==> config.mk <==
export PLATFORM = sky130hd
export DESIGN_NAME = aes_round_seq
export DESIGN_NICKNAME = d
export VERILOG_FILES = /design/src/rtl/aes_seq_pkg.sv /design/src/rtl/aes_key_fetch.sv /design/src/rtl/aes_round_seq.sv
export SDC_FILE = /design/constraint.sdc
export NUM_CORES = 1
export LEC_CHECK = 0
export BUFFER_PORTS_ARGS = -buffer_cell sky130_fd_sc_hd__buf_2
export CORE_MARGIN = 2
export CORE_UTILIZATION = 35
export DETAILED_ROUTE_END_ITERATION = 12
export PLACE_DENSITY_LB_ADDON = 0.05
export SYNTH_ARGS = -nofsm -noshare
export SYNTH_HDL_FRONTEND = slang
export SYNTH_HIERARCHICAL = 1
export SYNTH_SLANG_ARGS = --single-unit
==> constraint.sdc <==
create_clock -name clk -period 2.75 [get_ports clk]
set_input_delay 0.275 -clock clk [delete_from_list [all_inputs] [get_ports clk]]
set_output_delay 0.275 -clock clk [all_outputs]
set_load 0.1 [all_outputs]
==> src/rtl/aes_seq_pkg.sv <==
// ---------------------------------------------------------------------------
// aes_seq_pkg
// Shared definitions for the AES round sequencer and the PE array it drives:
//   - state_t     : sequencer FSM states
//   - OP_*        : op_sel encodings understood by every PE
//   - NR_AES128   : round count for AES-128
//   - pe_ctrl_t   : bundle of the shared array control lines
//   - key_index() : maps the key step to the key-store index for a direction
// ---------------------------------------------------------------------------
package aes_seq_pkg;

    localparam int NR_AES128 = 10;

    // PE operation codes; the PE decodes exactly these values.
    localparam logic [1:0] OP_NOP    = 2'b00;
    localparam logic [1:0] OP_XOR    = 2'b01;
    localparam logic [1:0] OP_MIXCOL = 2'b10;
    localparam logic [1:0] OP_PASS   = 2'b11;

    typedef enum logic [2:0] {
        ST_IDLE,
        ST_LOAD,
        ST_KREQ,
        ST_KWAIT,
        ST_ARK,
        ST_SUBSH,
        ST_MIXC,
        ST_DONE
    } state_t;

    // Array control lines as one bundle so the decode can default them in
    // a single assignment.
    typedef struct packed {
        logic       pe_en;
        logic [1:0] op_sel;
        logic       load_psum;
        logic       shift_in_en;
    } pe_ctrl_t;

    // Encryption walks the schedule forwards (k0..kNR), decryption walks it
    // backwards (kNR..k0); the key step counter always counts up.
    function automatic logic [3:0] key_index(input logic       enc,
                                             input logic [3:0] ks,
                                             input logic [3:0] nr);
        return enc ? ks : 4'(nr - ks);
    endfunction

endpackage

==> src/rtl/aes_key_fetch.sv <==
// ---------------------------------------------------------------------------
// aes_key_fetch
// Request/valid handshake with the FeRAM round-key store.
//   clk, rst_n : clock, asynchronous active-low reset
//   go         : the sequencer enters its request cycle on the next edge
//   addr       : round-key index to request (sampled with go)
//   key_vld    : key store reports key bytes on the array lines
//   key_req    : registered one-cycle request strobe
//   key_addr   : registered key index, valid while key_req is high
//   got        : key arrived while waiting (combinational)
//   timeout    : last wait cycle elapsed with no key (combinational)
// The wait window opens the cycle after key_req, so a key_vld seen during
// the request cycle itself never counts as an answer.
// ---------------------------------------------------------------------------
module aes_key_fetch #(
    parameter int KEY_TO = 64
) (
    input  logic       clk,
    input  logic       rst_n,
    input  logic       go,
    input  logic [3:0] addr,
    input  logic       key_vld,
    output logic       key_req,
    output logic [3:0] key_addr,
    output logic       got,
    output logic       timeout
);

    localparam int              CW       = (KEY_TO > 1) ? $clog2(KEY_TO) : 1;
    localparam logic [CW-1:0]   CNT_LAST = CW'(KEY_TO - 1);

    logic          waiting_reg;
    logic [CW-1:0] cnt_reg;

    assign got     = waiting_reg & key_vld;
    // The counter holds the index of the current wait cycle, so the final
    // permitted cycle is KEY_TO-1; leaving from it puts err KEY_TO edges
    // after the wait began.
    assign timeout = waiting_reg & ~key_vld & (cnt_reg == CNT_LAST);

    always_ff @(posedge clk or negedge rst_n) begin
        if (!rst_n) begin
            key_req     <= 1'b0;
            key_addr    <= 4'd0;
            waiting_reg <= 1'b0;
            cnt_reg     <= '0;
        end else begin
            key_req  <= go;
            key_addr <= go ? addr : 4'd0;
            if (key_req) begin
                waiting_reg <= 1'b1;
                cnt_reg     <= '0;
            end else if (waiting_reg) begin
                if (got || timeout) begin
                    waiting_reg <= 1'b0;
                    cnt_reg     <= '0;
                end else begin
                    cnt_reg <= cnt_reg + 1'b1;
                end
            end
        end
    end

endmodule

==> src/rtl/aes_round_seq.sv <==
// ---------------------------------------------------------------------------
// aes_round_seq
// Round sequencer for the 4x4 near-memory AES PE array. Runs one full
// AES-128 encryption or decryption per accepted start, fetching each round
// key from the key store and driving the shared PE control lines.
//   clk, rst_n  : clock, asynchronous active-low reset
//   start, mode : command strobe (IDLE only) and direction (1 = encrypt)
//   busy        : operation in progress (through the DONE cycle)
//   done, err   : one-cycle completion / key-timeout pulses
//   key_req, key_addr, key_vld : round-key fetch handshake
//   pe_en, op_sel, load_psum, shift_in_en, enc_dec : array control lines
// Every output is a register loaded from the decode of the next state, so
// the outputs line up exactly with the state they belong to.
// ---------------------------------------------------------------------------
module aes_round_seq
    import aes_seq_pkg::*;
#(
    parameter int NR     = NR_AES128,
    parameter int KEY_TO = 64
) (
    input  logic       clk,
    input  logic       rst_n,
    input  logic       start,
    input  logic       mode,
    output logic       busy,
    output logic       done,
    output logic       err,
    output logic       key_req,
    output logic [3:0] key_addr,
    input  logic       key_vld,
    output logic       pe_en,
    output logic [1:0] op_sel,
    output logic       load_psum,
    output logic       shift_in_en,
    output logic       enc_dec
);

    localparam logic [3:0] NR_L = 4'(NR);

    state_t     state_reg, state_next;
    logic [3:0] rnd_reg, rnd_next;   // completed SUBSH steps
    logic [3:0] ks_reg, ks_next;     // completed key additions
    logic       enc_dec_next;
    logic       err_next;
    pe_ctrl_t   ctrl_next;

    logic       fetch_go;
    logic [3:0] fetch_addr;
    logic       key_got;
    logic       key_timeout;

    aes_key_fetch #(
        .KEY_TO (KEY_TO)
    ) u_key_fetch (
        .clk      (clk),
        .rst_n    (rst_n),
        .go       (fetch_go),
        .addr     (fetch_addr),
        .key_vld  (key_vld),
        .key_req  (key_req),
        .key_addr (key_addr),
        .got      (key_got),
        .timeout  (key_timeout)
    );

    // ks never changes on a transition into KREQ, so the current value is
    // the index of the key about to be fetched.
    assign fetch_go   = (state_next == ST_KREQ);
    assign fetch_addr = key_index(enc_dec, ks_reg, NR_L);

    // Next-state logic
    always_comb begin
        state_next   = state_reg;
        rnd_next     = rnd_reg;
        ks_next      = ks_reg;
        enc_dec_next = enc_dec;
        err_next     = 1'b0;

        case (state_reg)
            ST_IDLE: begin
                if (start) begin
                    state_next   = ST_LOAD;
                    enc_dec_next = mode;
                    rnd_next     = 4'd0;
                    ks_next      = 4'd0;
                end
            end
            ST_LOAD:  state_next = ST_KREQ;
            ST_KREQ:  state_next = ST_KWAIT;
            ST_KWAIT: begin
                if (key_got) begin
                    state_next = ST_ARK;
                end else if (key_timeout) begin
                    state_next = ST_IDLE;
                    err_next   = 1'b1;
                end
            end
            ST_ARK: begin
                ks_next = ks_reg + 4'd1;
                // After the last SUBSH the closing key addition finishes the
                // block. Otherwise encryption continues with SUBSH, while
                // decryption follows each middle key addition with an
                // inverse MixColumns (the initial one goes straight to SUBSH).
                if (rnd_reg == NR_L) begin
                    state_next = ST_DONE;
                end else if (enc_dec || (rnd_reg == 4'd0)) begin
                    state_next = ST_SUBSH;
                end else begin
                    state_next = ST_MIXC;
                end
            end
            ST_SUBSH: begin
                rnd_next = rnd_reg + 4'd1;
                // Final encryption round has no MixColumns.
                if (!enc_dec || (rnd_reg == NR_L - 4'd1)) begin
                    state_next = ST_KREQ;
                end else begin
                    state_next = ST_MIXC;
                end
            end
            ST_MIXC:  state_next = enc_dec ? ST_KREQ : ST_SUBSH;
            ST_DONE:  state_next = ST_IDLE;
            default:  state_next = ST_IDLE;
        endcase
    end

    // Array control decode of the state being entered
    always_comb begin
        ctrl_next = '0;
        case (state_next)
            ST_LOAD: begin
                ctrl_next.pe_en     = 1'b1;
                ctrl_next.load_psum = 1'b1;
                ctrl_next.op_sel    = OP_NOP;
            end
            ST_ARK: begin
                ctrl_next.pe_en  = 1'b1;
                ctrl_next.op_sel = OP_XOR;
            end
            ST_SUBSH: begin
                ctrl_next.pe_en       = 1'b1;
                ctrl_next.shift_in_en = 1'b1;
                ctrl_next.op_sel      = OP_PASS;
            end
            ST_MIXC: begin
                ctrl_next.pe_en  = 1'b1;
                ctrl_next.op_sel = OP_MIXCOL;
            end
            default: ctrl_next = '0;
        endcase
    end

    always_ff @(posedge clk or negedge rst_n) begin
        if (!rst_n) begin
            state_reg   <= ST_IDLE;
            rnd_reg     <= 4'd0;
            ks_reg      <= 4'd0;
            enc_dec     <= 1'b0;
            busy        <= 1'b0;
            done        <= 1'b0;
            err         <= 1'b0;
            pe_en       <= 1'b0;
            op_sel      <= OP_NOP;
            load_psum   <= 1'b0;
            shift_in_en <= 1'b0;
        end else begin
            state_reg   <= state_next;
            rnd_reg     <= rnd_next;
            ks_reg      <= ks_next;
            enc_dec     <= enc_dec_next;
            busy        <= (state_next != ST_IDLE);
            done        <= (state_next == ST_DONE);
            err         <= err_next;
            pe_en       <= ctrl_next.pe_en;
            op_sel      <= ctrl_next.op_sel;
            load_psum   <= ctrl_next.load_psum;
            shift_in_en <= ctrl_next.shift_in_en;
        end
    end

endmodule

* Word level (Yosys, flattened, before mapping)
Index checks and enable logic that the tools add are counted.
** Word-level totals
- Logic and storage cells :: 78
- RAM bits :: 0
- Output and inout bits :: 14
- Register bits :: 32
- Bits in latches :: 0
- ROM bits :: 0
- Memories kept :: 0
- Bits of input ports :: 5
** Cells by class
- Eq/ne operators :: 17
- Add/subtract/negate cells :: 4
- Div/mod/pow operators :: 0
- Shift-type cells :: 0
- Reduce and logical (&&, ||, !) cells :: 13
- Muxes and demuxes :: 25
- Order comparisons :: 0
- Multiply operators :: 0
- Bitwise operators :: 4
** Operator list (count)
- 3-bit equality test (second input constant) :: 8
- 3-bit one-hot mux with 8 select lines :: 1
- 6-bit 2-to-1 mux :: 3
- 4-bit one-hot mux with 2 select lines :: 2
- 3-bit 2-to-1 mux :: 5
- 4-bit 2-to-1 mux :: 3
- 3-bit one-hot mux with 4 select lines :: 1
- 3-bit by 2-bit equality test with 1-bit output (second input constant) :: 3
- 4-bit by 1-bit adder with 4-bit output (second input constant) :: 2
- 4-bit equality test (second input constant) :: 2
- 1-bit 2-to-1 mux :: 8
- 6-bit by 1-bit adder with 6-bit output (second input constant) :: 1
- 3-bit by 1-bit equality test with 1-bit output (second input constant) :: 2
- 6-bit equality test (second input constant) :: 1
- 2-bit AND reduction :: 3
- 2-bit nonzero test :: 3
- 4-bit logical NOT :: 1
- 2-bit 2-to-1 mux :: 2
- 4-bit subtractor (first input constant) :: 1
- 1-bit AND :: 3
- 3-bit logical NOT :: 1
- 1-bit logical OR :: 3
- 3-bit nonzero test :: 1
- 2-bit != test (second input constant) :: 1
- other kinds (2) :: 2

* Logic depth before layout (Yosys ltp)
Gate-level depths: netlist of the first run.
- Depth after elaboration :: 8
- Gate-level depth with buffers :: 10
- Depth with buffers taken out :: 9

* By module
The synthesis of the first run kept the hierarchy.
** By module, submodules not included
- aes_round_seq :: times used 1, area an instance 1106.1 sq um, seq. area each 500.5 sq um, cells each 110
- aes_key_fetch :: times used 1, area an instance 593.1 sq um, seq. area each 300.3 sq um, cells each 56

* Worst setup path before layout of the first run
Ideal clock, no wire load.
- Path type :: reg2reg
- Start :: reg enc_dec
- End :: reg u_key_fetch.key_addr[0]
- Clock period less this slack :: 2.325 ns
- Setup time :: 0.067 ns
- Setup slack :: 0.425 ns
- Stages on the path, launching flop included :: 8
- Required time :: 2.683 ns
- Path buffers :: 1
- Arrival time :: 2.259 ns
- Cell sequence :: dfrtp_1 -> buf_2 -> nor2b_1 -> inv_2 -> a21oi_1 -> a221oi_1 -> nor3_1 -> and2_1
** Between the ends
- Longest elaborated chain between the ends :: 6
- Elaborated cells on any way between the ends :: 11
- Classes of those cells :: eq/ne (1); mux (7); reduce/logical (3)
** RTL lines
- start, declared :: RTL line aes_round_seq.sv:35 : output logic enc_dec
- start signal, assigned :: RTL line aes_round_seq.sv:170 : enc_dec <= enc_dec_next;
- 1-bit logical OR / 1-bit logical NOT (equally long branches) :: RTL line aes_round_seq.sv:106, aes_round_seq.sv:115
- 2-bit 2-to-1 mux / 1-bit logical OR (equally long branches) :: RTL line aes_round_seq.sv:106, aes_round_seq.sv:115
- 2-bit 2-to-1 mux / 3-bit 2-to-1 mux (equally long branches) :: RTL line aes_round_seq.sv:104, aes_round_seq.sv:115
- 3-bit one-hot mux with 8 select lines (*) :: RTL line aes_round_seq.sv:79 : case (state_reg)
- 3-bit by 2-bit equality test with 1-bit output (*) :: RTL line aes_round_seq.sv:68 : assign fetch_go = (state_next == ST_KREQ);
- via fetch_go :: RTL line aes_round_seq.sv:47 : logic fetch_go;
- 4-bit 2-to-1 mux (*) :: RTL line aes_key_fetch.sv:49 : key_addr <= go ? addr : 4'd0;
- end signal, assigned :: RTL line aes_key_fetch.sv:49
- end, declared :: RTL line aes_key_fetch.sv:24 : output logic [3:0] key_addr,
Mark *: on every way through the listed nets, which the timed path passes. The rest lies on a longest branch.
A chain may end at the register's enable or synchronous reset.

* Worst setup path after layout of the first run
- Start :: reg u_key_fetch.cnt_reg[0]
- End :: reg u_key_fetch.key_addr[1]
** Between the ends
- Longest elaborated chain between the ends :: 7
** RTL lines
- start, declared :: RTL line aes_key_fetch.sv:33 : logic [CW-1:0] cnt_reg;
- start signal, assigned :: RTL line aes_key_fetch.sv:58 : cnt_reg <= cnt_reg + 1'b1;
- 6-bit equality test :: RTL line aes_key_fetch.sv:39 : assign timeout = waiting_reg & ~key_vld & (cnt_reg == CNT_LAST);
- 1-bit AND :: RTL line aes_key_fetch.sv:39
- via key_timeout :: RTL line aes_round_seq.sv:50 : logic key_timeout;
- 3-bit 2-to-1 mux :: RTL line aes_round_seq.sv:93 : end else if (key_timeout) begin
- 3-bit 2-to-1 mux :: RTL line aes_round_seq.sv:91 : if (key_got) begin
- 3-bit one-hot mux with 8 select lines :: RTL line aes_round_seq.sv:79
- via state_next[0] :: RTL line aes_round_seq.sv:40 : state_t state_reg, state_next;
- 3-bit by 2-bit equality test with 1-bit output :: RTL line aes_round_seq.sv:68
- via fetch_go :: RTL line aes_round_seq.sv:47
- 4-bit 2-to-1 mux :: RTL line aes_key_fetch.sv:49
The timed path passes the listed nets, and every way through them passes these cells.

==> flow_summary.yaml, run 1 <==
power_and_ir_drop:
  swShare: 0.4873
  internal_power_mw: 1.113
  combPwrFrac: 0.451
  p_per_area_nw_per_um2: 1139
  clkPwrFrac: 0.170
  switchingPower_mw: 1.058
  peakVddDrop_uv: 556.0
  power.leakage_nw: 0.8653
  power_frac_seq: 0.379
final_layout:
  syn_to_final_growth_pct: 12.22
  num-fill-cells: 466
  layout-drive-gt1-share: 0.2000
  largest_reg_flops: 6
  layout.nets: 195
  ff_latch_area_um2: 800.8
  final_cells: 239
  antenna_cells: 0
  final_cell_mix: "32 x dfrtp_1, 18 x buf_2, 14 x nor2_1, 11 x nand2_1"
  multi_input_area_um2: 828.3
  layout_commonest_cell: "dfrtp_1"
worst_setup_path:
  endpoint_kind: "flop"
  slowest_delay_ps: 450
  crit_chain: "ha_1, and3_1, nand3_1, nor2_1, o21a_1, a2bb2oi_2, nand3_4, nor3_1, and2_1"
  critPathTopFamily: "simple AND/OR/NAND/NOR gates"
  r2r_cells: 9
  r2r_end: "u_key_fetch/key_addr[1]"
  cp.required_ps: 2960
  path_buf_inv: 0
  crit_arrival_ps: 2680
  crit_path_top_delay_cell: "nor3_1"
  cp_num_cells: 9
  crit_type: "flop to flop"
  crit_fanout: 6
  r2r-start: "u_key_fetch/cnt_reg[0]"
  r2r_slack_ps: 290
  start_kind: "flop"
timing:
  drv_slew: 0
  fin_worst_skew_ps: 5.599
  fmax_ghz: 0.4063
  period_minus_slack_ps: 2461
  setup_viol: 0
  grt_setup_unrepaired: "false"
  worstMarginPinSlew_ps: 694.4
  tns_ps: 0
  slew_headroom: 0.5371
  finalCritPeriodShare: 0.8950
  hold_viol: 0
global_route:
  grt-ovfl-total: 0
  track_usage: 0.1330
  grt_max_degree: 33
  grt_pass1_vias: 1187
  grt_first_pass_wirelength_um: 5457
  antenna_found_initial: 0
synthesis:
  syn_nets: 177
  avgSynthCellArea_um2: 10.24
  ys_ff_latch: 32
  netlist.area_leader.share: 0.4713
  yosysSeqAreaShare: 0.4713
  synthArstFlopShare: 1.000
  yosys-top-cells-area: "dfrtp_1 47%, ha_1 4.4%, nor2_1 3.1%"
  synth.distinct_cells: 46
  synth_ff_type: "dfrtp_1"
  yosysTopAreaCell: "dfrtp_1"
  synth_warnings: 6
  synthCells: 166
  syn-cell-area_um2: 1699
  synth_edf_count: 0
clock_network:
  cts_root_buffer: "clkbuf_8"
  tritoncts: "built"
  numCtsBuffers: 5
  hold_buffers: 0
  clock_sinks: 32
  path_clk_slew_ps: 70
  post_cts_resize_count: 0
  h-tree-depth: 2
  clockBufferDepth: 2
  clock_latency_ps: 280
  postCtsSetupBuffers: 0
placement:
  place.gp.congestion: 0.7961
  place_inst: 231
  place.port_buffers: 18
  dp_hpwl_um: 2338
routing:
  wire_per_inst_um: 13.68
  vias: 1274
  postRouteAntennaNets: 0
  avgViaCountPerCell: 5.331
  drc: 0
  totalWireLength_um: 3269
  firstDrtPassIters: 4
  drt_first_iter_violations: 77
die:
  fp.coreArea_um2: 4692
  initial_core_util: 0.3621
  rows: 25
  dieHeight_um: 73.68
  die_w_um: 73.68
  io_pins: 19
  dieArea_um2: 5428
hold_path:
  min_path_type: "input port to async pin"
outcome:
  status: "finished, final reports clean"
job:
  drv_cap: 0
[worst reg2reg max path, delay by kind of cell (launching register included)]
kind            cells  cell delay [ps]
flops               1              410
fa+ha+maj           1              200
simple gates        6             1360
compound gates      2              430
[power groups by stage]
stage	clock, mW	sequential (mW)	combinational [mW]
2_1_floorplan	0	1.04	0.590
3_3_place_gp	0	0.827	0.975
3_5_place_dp	0	0.831	0.984
4_1_cts	0.382	0.821	0.987
5_1_grt	0.399	0.852	1.07
6_report	0.369	0.823	0.980
[cell type report]
type | instances | area share
Clock buffer | 8 | 0.04724
Inverter | 8 | 0.01575
Multi-Input combinational cell | 119 | 0.4344
Sequential cell | 32 | 0.4199
Tap cell | 54 | 0.03543
Timing Repair Buffer | 18 | 0.04724
[layer usage]
metal / share of wire / routed length [µm] / GRT usage / vias up
li1: - / - / - / 624
met1: 0.48 / 1564 / 0.1710 / 622
met2: 0.48 / 1563 / 0.2083 / 24
met3: 0.032 / 106 / 0.03429 / 4
met4: 0.010 / 34 / 0.06263 / 0
met5: 0 / 0 / 0 / -
[worst max-delay path by stage]
stage | start | endpoint
after global placement | u_key_fetch/cnt_reg[0] | u_key_fetch/key_addr[1]
after detailed placement | u_key_fetch/cnt_reg[0] | u_key_fetch/key_addr[1]
after global routing | u_key_fetch/cnt_reg[0] | u_key_fetch/key_addr[0]
final | u_key_fetch/cnt_reg[0] | u_key_fetch/key_addr[1]
after CTS | u_key_fetch/cnt_reg[0] | u_key_fetch/key_addr[1]
after floorplan | enc_dec | u_key_fetch/key_addr[0]
[cell families (layout without fill, tap and decap cells)]
logic type	after synthesis	count (layout)	synth area share
flip-flops	32	32	0.4713
multiplexers	4	4	0.02430
XOR/XNOR	3	3	0.01547
AND/OR/NAND/NOR	67	67	0.2320
AO/OA/AOI/OAI	39	39	0.1716
adder cells (fa/ha/maj)	6	6	0.04418
buffers and inverters	15	34	0.04123
[Yosys cell counts, types with 2 or more instances]
cell type	instances
nor4b_1	2
a2111oi_2	2
xor2_1	2
ha_1	6
a31o_1	2
a311o_1	2
a22o_1	2
nand2b_1	6
nor2_1	14
nand3_1	6
o21a_1	2
o21ai_1	7
a21oi_1	6
nand2_1	11
dfrtp_1	32
buf_2	5
o21ai_0	5
a32o_1	4
mux2i_1	3
and2_1	7
nor2b_1	6
nor3_1	3
a211oi_1	2
inv_1	7
[stage by stage]
stage	power (mW)	setup WS (ps)	hold WS [ps]	util	area, µm²
floorplan	1.630	424.6	-20.59	-	1699
global placement	1.802	427.1	368.1	0.3872	1817
detailed placement	1.815	322.3	377.3	0.3872	1817
CTS	2.191	302.6	74.05	0.4064	1907
global route	2.317	85.17	96.85	0.4064	1907
finish	2.172	288.7	39.07	0.4064	1907
Power figures use the tool's default switching activity.
==> run 2, diff against run 1 <==
- ABC_AREA: unset -> 0
- CORE_ASPECT_RATIO: unset -> 0.75
- SLEW_MARGIN: unset -> 20
==> run 2 against run 1 <==
Against the previous run:
- first-iteration DRC count up 3.9%
- power rose by 6.3%
- cell count grew 1.3%
- flip-flop and latch count unchanged
- clock power is 33% higher
- die area up 0.11%
- via count shrank 1.6%
- critical path type unchanged
- largest power group unchanged
==> flow_summary.yaml, run 2 (same netlist as run 1, synthesis figures left out) <==
outcome:
  status: "finished, final reports clean"
worst_setup_path:
  r2r_slack_ps: 340
  slowest_delay_ps: 540
  endpoint_kind: "flop"
  crit_chain: "ha_1, and3_1, nand3_1, nor2_1, o21a_1, a21oi_1, a221oi_1, nor3_2, and2_1"
  crit_type: "flop to flop"
  crit_fanout: 6
  crit_arrival_ps: 2580
  crit_path_top_delay_cell: "a221oi_1"
  start_kind: "flop"
  cp.required_ps: 2930
final_layout:
  final_cell_mix: "32 x dfrtp_1, 18 x buf_2, 14 x nor2_1, 11 x nand2_1"
  layout_commonest_cell: "dfrtp_1"
  layout.nets: 195
  syn_to_final_growth_pct: 14.87
  fin_util: 0.4269
  layout-drive-gt1-share: 0.2162
  antenna_cells: 0
  design_area_um2: 1952
  largest_reg_flops: 6
timing:
  period_minus_slack_ps: 2408
  setup_viol: 0
  fin_worst_skew_ps: 7.184
  grt_setup_unrepaired: "false"
  slew_headroom: 0.5192
  fmax_ghz: 0.4152
  drv_slew: 0
  hold_viol: 0
  worstMarginPinSlew_ps: 721.2
  finalCritPeriodShare: 0.8758
  tns_ps: 0
die:
  dieArea_um2: 5434
  rows: 21
  fp.coreArea_um2: 4572
  io_pins: 19
  initial_core_util: 0.3716
  die_w_um: 84.46
  dieHeight_um: 64.34
clock_network:
  clock_sinks: 32
  tritoncts: "built"
  h-tree-depth: 2
  numCtsBuffers: 5
  clockBufferDepth: 2
  cts_root_buffer: "clkbuf_8"
  path_clk_slew_ps: 70
  clock_latency_ps: 280
  postCtsSetupBuffers: 0
power_and_ir_drop:
  power.leakage_nw: 0.8849
  p_total_mw: 2.309
  p_per_area_nw_per_um2: 1183
  peakVddDrop_uv: 636.8
placement:
  post_dp_cell_area_um2: 1821
  place.port_buffers: 18
  dp_hpwl_um: 2486
  place.gp.congestion: 0.7599
routing:
  vias: 1254
  totalWireLength_um: 3495
  drt_first_iter_violations: 80
  firstDrtPassIters: 4
  postRouteAntennaNets: 0
  drc: 0
  wire_per_inst_um: 14.44
  avgViaCountPerCell: 5.182
global_route:
  grt_first_pass_wirelength_um: 6120
  grt-ovfl-total: 0
  grt_pass1_vias: 1245
  antenna_found_initial: 0
  track_usage: 0.1453
  grt_max_degree: 33
job:
  drv_cap: 0
hold_path:
  min_path_type: "input port to async pin"
==> run 2: through the flow <==
step	setup slack, ps	hold slack, ps	instances
2_1_floorplan	424.6	-20.59	166
6_report	341.6	42.47	242
3_3_place_gp	424.3	371.6	234
4_1_cts	304.0	80.55	242
5_1_grt	78.73	89.71	242
3_5_place_dp	326.2	391.5	234
==> run 2: path summary, 6_finish.rpt <==
check,startpoint,endpoint,cells after the start
max,u_key_fetch/cnt_reg[0],u_key_fetch/key_addr[2],9
min,rst_n,u_key_fetch/cnt_reg[2],1
max reg2reg,u_key_fetch/cnt_reg[0],u_key_fetch/key_addr[2],9
min reg2reg,ks_reg[2],ks_reg[2],1
max in group asynchronous,rst_n,u_key_fetch/cnt_reg[1],1
min in group clk,mode,enc_dec,2
==> run 2: layout make-up <==
class                           instances  area, µm²
Clock buffer                            7      96.34
Clock inverter                          1      30.03
Fill cell                             467       2620
Inverter                                8      30.03
Multi-Input combinational cell        119      833.3
Sequential cell                        32      800.8
Tap cell                               57      71.32
Timing Repair Buffer                   18      90.09
==> run 2: what timing repair did <==
item / 4_1_cts / 5_1_grt
resized for setup: 0 / 1
hold endpoints to repair: 0 / 0
setup endpoints to repair: 0 / 1
hold buffers: 0 / 0
==> run 2: worst max-delay path: cells and delay by family, from the launching register on <==
kind | cells | cell delay (ps)
and+or+nand+nor | 5 | 910
AOI/OAI and AO/OA | 3 | 800
DFF | 1 | 400
adders and majority gates | 1 | 190
==> run 2: metal layers <==
layer  vias to the layer above  wire [µm]  global-route usage
met3                         4        151             0.05426
met2                        21       1427              0.2054
met1                       600       1883              0.2045
li1                        629          -                   -
met5                         -          0                   0
met4                         0         32             0.04762
==> run 2: power breakdown <==
| group | switching [mW] | internal (mW) | total, mW |
|---|---|---|---|
| clock | 0.173 | 0.320 | 0.492 |
| combinational | 0.681 | 0.313 | 0.994 |
| sequential | 0.223 | 0.600 | 0.823 |
| total | 1.08 | 1.23 | 2.31 |
